==> src/rtl/par_serializer_pkg.sv <==
// Shared definitions for the UART TX path: serializer FSM states and parity selectors.
package par_serializer_pkg;

  typedef enum logic {
    IDLE  = 1'b0,
    SHIFT = 1'b1
  } ser_state_t;

  localparam int PAR_EVEN = 0;
  localparam int PAR_ODD  = 1;

endpackage

==> src/rtl/par_serializer.sv <==
// Parallel-to-serial shifter for the UART TX path: loads a word in IDLE,
// emits one registered bit per ser_en cycle and pulses ser_done with the last bit.
module par_serializer
  import par_serializer_pkg::*;
#(
  parameter int DATA_WIDTH = 8,
  parameter int LSB_FIRST  = 1,
  parameter int PAR_TYPE   = PAR_EVEN
) (
  input  logic                  CLK,
  input  logic                  RST,
  input  logic [DATA_WIDTH-1:0] P_DATA,
  input  logic                  Data_Valid,
  input  logic                  ser_en,
  output logic                  ser_data,
  output logic                  ser_done,
  output logic                  busy,
  output logic                  par_bit
);

  localparam int CNT_W = $clog2(DATA_WIDTH);
  localparam logic [CNT_W-1:0] LAST_IDX = CNT_W'(DATA_WIDTH - 1);

  ser_state_t            r_state;
  logic [DATA_WIDTH-1:0] r_shift;
  logic [CNT_W-1:0]      r_cnt;
  logic                  r_ser_data;
  logic                  r_done;
  logic                  r_busy;
  logic                  r_par;

  logic                  w_next_bit;
  logic [DATA_WIDTH-1:0] w_shift_nxt;
  logic                  w_par;

  // The outgoing bit always sits at a fixed end of the register, so the
  // bit order is just a choice of shift direction.
  generate
    if (LSB_FIRST != 0) begin : g_lsb_first
      assign w_next_bit  = r_shift[0];
      assign w_shift_nxt = {1'b0, r_shift[DATA_WIDTH-1:1]};
    end else begin : g_msb_first
      assign w_next_bit  = r_shift[DATA_WIDTH-1];
      assign w_shift_nxt = {r_shift[DATA_WIDTH-2:0], 1'b0};
    end
  endgenerate

  assign w_par = (PAR_TYPE == PAR_ODD) ? ~(^P_DATA) : (^P_DATA);

  always_ff @(posedge CLK or negedge RST) begin
    if (!RST) begin
      r_state    <= IDLE;
      r_shift    <= '0;
      r_cnt      <= '0;
      r_ser_data <= 1'b0;
      r_done     <= 1'b0;
      r_busy     <= 1'b0;
      r_par      <= 1'b0;
    end else begin
      r_done <= 1'b0;
      case (r_state)
        IDLE: begin
          if (Data_Valid) begin
            r_shift <= P_DATA;
            r_cnt   <= '0;
            r_busy  <= 1'b1;
            r_par   <= w_par;
            r_state <= SHIFT;
          end
        end
        SHIFT: begin
          if (ser_en) begin
            r_ser_data <= w_next_bit;
            r_shift    <= w_shift_nxt;
            // Counter stops at the last index; the next load clears it.
            if (r_cnt == LAST_IDX) begin
              r_done  <= 1'b1;
              r_busy  <= 1'b0;
              r_state <= IDLE;
            end else begin
              r_cnt <= r_cnt + 1'b1;
            end
          end
        end
        default: r_state <= IDLE;
      endcase
    end
  end

  assign ser_data = r_ser_data;
  assign ser_done = r_done;
  assign busy     = r_busy;
  assign par_bit  = r_par;

endmodule

==> config.mk <==
export PLATFORM = sky130hd
export DESIGN_NAME = par_serializer
export DESIGN_NICKNAME = d
export VERILOG_FILES = /design/src/rtl/par_serializer_pkg.sv /design/src/rtl/par_serializer.sv
export SDC_FILE = /design/constraint.sdc
export NUM_CORES = 1
export LEC_CHECK = 0
export BUFFER_PORTS_ARGS = -buffer_cell sky130_fd_sc_hd__clkbuf_2
export CAP_MARGIN = 20
export CORE_MARGIN = 5
export CORE_UTILIZATION = 45
export DETAILED_ROUTE_END_ITERATION = 12
export PLACE_DENSITY = 0.66
export SLEW_MARGIN = 20
export SYNTH_ARGS = -nofsm -noshare
export SYNTH_HDL_FRONTEND = slang
export SYNTH_SLANG_ARGS = --single-unit
==> constraint.sdc <==
create_clock -name CLK -period 4.25 [get_ports CLK]
set_clock_uncertainty 0.15 [all_clocks]
set_input_delay 0.2125 -clock CLK [delete_from_list [all_inputs] [get_ports CLK]]
set_output_delay 0.2125 -clock CLK [all_outputs]
set_load 0.005 [all_outputs]
==> flow_summary.ini <==
[timing]
hold_violations = 0
finalCritPeriodShare = 0.408
period_needed_ns = 1.74
setup_viol = 0
final_max_slew_viol_count = 0
rsz0062_at_grt = false
slew_headroom = 0.532
tns_ns = 0
worstMarginPinSlew_ns = 0.702
setup_slack_ns = 2.51
fmax_mhz = 576

[worst_hold_path]
hold_path_depth = 3
hp-class = primary input to register
min_from = P_DATA[5]
hold_path_end = r_shift[5]

[setup_path]
cp.arrival_ns = 1.76
reg2reg_depth = 5
crit_chain = ha_1 -> ha_1 -> nand2b_4 -> mux2_4 -> a22o_1
cp_slowest_stage_delay_ns = 0.42
timing.rr.start = r_cnt[0]
slowest_stage = dfrtp_1
crit_top_cell = ha_1
worstSetupStartpoint = r_cnt[0]
path_class = register to register
regToRegEndpoint = r_cnt[1]
worstSetupEndpointType = register
critPathBufInv = 0
crit_family = flip-flops
startpoint_type = register
cp.required_ns = 4.27
rrSetupSlack_ns = 2.51
cp_max_fo = 3

[layout]
layout_commonest_cell = dfrtp_1
final_cell_mix = dfrtp_1, clkbuf_2, xnor2_1
syn_to_final_growth_pct = 13.2
antenna_cells = 0
n_fill_cell = 184
nets = 111
drive_above_1_share = 0.240

[place]
port_buffers = 15
place.gp.congestion = 0.720
dp_hpwl_microns = 1130
post-place-ws_ns = 2.52

[yosys]
synth_top_area_cell = dfrtp_1
synth_area_leaders = dfrtp_1, mux2i_1, xnor2_1
yosysWarnings = 0
ys_ff_latch = 16
synth_nets = 94
synth_top_cell_area_share = 0.451
seq_area_frac_synth = 0.451
synth_area_sq_um = 888
syn_avg_cell_area_sq_um = 11.1
synth_cell_types = 23
netlist_instances = 80

[floorplanning]
start_util = 0.462
core_sq_um = 1920
pin_count = 16
die_y_microns = 54.4
die_w_microns = 54.4
dieArea_sq_um = 2960
rows = 16

[global_routing]
grt_pass1_wl_microns = 2660
track_usage = 0.131
grt_antenna_before_repair = 0
grt_overflow = 0
grt_pass1_vias = 573
grt_max_degree = 26

[status]
status = finished, final reports clean

[clock_tree]
cts_buffers = 3
root_buffer = clkbuf_4
cts_setup_buffers = 0
path_clk_slew_ns = 0.10
htree_levels = 1
clk_latency_ns = 0.28
clock-sinks = 16
cts_resized = 0
clockBufferDepth = 2
cts_tree = built

[power_and_ir_drop]
p_sw_frac = 0.323
intPower_w = 0.000400
p_comb_frac = 0.358
power.density_nw_per_um2 = 587
clkPwrFrac = 0.171
p_sw_w = 0.000191
leakagePower_nw = 0.478
sequentialPowerShare = 0.471
vdd_drop_max_uv = 335

[drt]
dr.pass1.iters = 2
drt_iter0_markers = 4
wl_microns = 1600
ant_nets = 0
avgRoutedWirePerCell_microns = 13.0
drc = 0
vias = 602
vias_per_cell = 4.89

[run]
maxCapViolations = 0
==> flip-flops by register name, summed over array words and instances (netlist names) <==
signal,flops
r_shift,8
r_cnt,3
busy,1
par_bit,1
r_state,1
ser_data,1
ser_done,1
==> power groups by stage <==
| stage | Sequential (W) | Combinational, W | Clock (W) |
|---|---|---|---|
| 2_1_floorplan | 0.000258 | 0.000182 | 0 |
| 3_3_place_gp | 0.000278 | 0.000205 | 0 |
| 3_5_place_dp | 0.000281 | 0.000212 | 0 |
| 4_1_cts | 0.000278 | 0.000215 | 0.000105 |
| 5_1_grt | 0.000289 | 0.000239 | 0.000112 |
| 6_report | 0.000278 | 0.000212 | 0.000101 |
==> routing by layer <==
layer / share of wire / global-route usage / vias to the layer above
met5: 0 / 0 / -
met4: 0.0075 / 0.0747 / 0
li1: - / - / 316
met1: 0.52 / 0.175 / 274
met2: 0.43 / 0.185 / 10
met3: 0.044 / 0.0381 / 2
==> cells in the mapped netlist <==
cell      count
o22ai_1       1
inv_1         1
a21oi_1       6
a211oi_1      6
a22o_1        2
nor2b_1       6
and3_1        1
mux2_4        3
nand2b_1      2
nand3_1       2
buf_6         2
nand2b_4      1
nand2_1       4
nand3b_1      1
ha_1          2
o21ai_0       3
and2b_1       1
buf_4         2
xnor2_1       8
mux2i_1       7
dfrtp_1      16
o21ai_1       1
nor2_1        2
==> worst register-to-register path, cell delays in order (launching register included) <==
cell	delay (ns)
dfrtp_1	0.42
ha_1	0.21
ha_1	0.19
nand2b_4	0.16
mux2_4	0.31
a22o_1	0.19
==> through the flow <==
| step | area, sq um | cells | power [W] | utilization | hold slack [ns] |
|---|---|---|---|---|---|
| floorplan | 888 | 80 | 0.000440 | - | -0.233 |
| global placement | 960 | 118 | 0.000483 | 0.499 | 0.0132 |
| detailed placement | 960 | 118 | 0.000493 | 0.499 | 0.0117 |
| CTS | 1010 | 123 | 0.000599 | 0.523 | 0.0560 |
| global route | 1010 | 123 | 0.000641 | 0.523 | 0.0664 |
| finish | 1010 | 123 | 0.000591 | 0.523 | 0.0648 |
==> how the worst max path moves through the flow <==
| stage | endpoint | slack, ns | cells after the start |
|---|---|---|---|
| final | r_cnt[1] | 2.51 | 5 |
| after detailed placement | r_cnt[1] | 2.52 | 5 |
| after floorplan | r_cnt[1] | 2.62 | 5 |
| after CTS | r_cnt[1] | 2.51 | 5 |
| after global routing | r_cnt[1] | 2.48 | 5 |
| after global placement | r_cnt[1] | 2.59 | 5 |
==> logic make-up (layout without fill, tap and decap cells) <==
family	Yosys count	after routing	synth area share
compound gates	19	19	0.134
flops	16	16	0.451
xor+xnor	8	8	0.0789
fa+ha+maj	2	2	0.0282
buf+inv	5	21	0.0465
simple gates	20	20	0.132
mux	10	10	0.130
==> final cells by class <==
| type | instances | area, sq um | area share |
|---|---|---|---|
| Multi-Input combinational cell | 59 | 447 | 0.444 |
| Sequential cell | 16 | 400 | 0.398 |
| Timing Repair Buffer | 16 | 85.1 | 0.0846 |
| Clock buffer | 4 | 36.3 | 0.0361 |
| Tap cell | 27 | 33.8 | 0.0336 |
| Inverter | 1 | 3.75 | 0.00373 |
==> repair_timing <==
item | 4_1_cts | 5_1_grt
setup endpoints to repair | 0 | 0
hold buffers | 1 | 0
hold endpoints to repair | 16 | 0
Note: power is estimated with default switching activity, not from simulation.
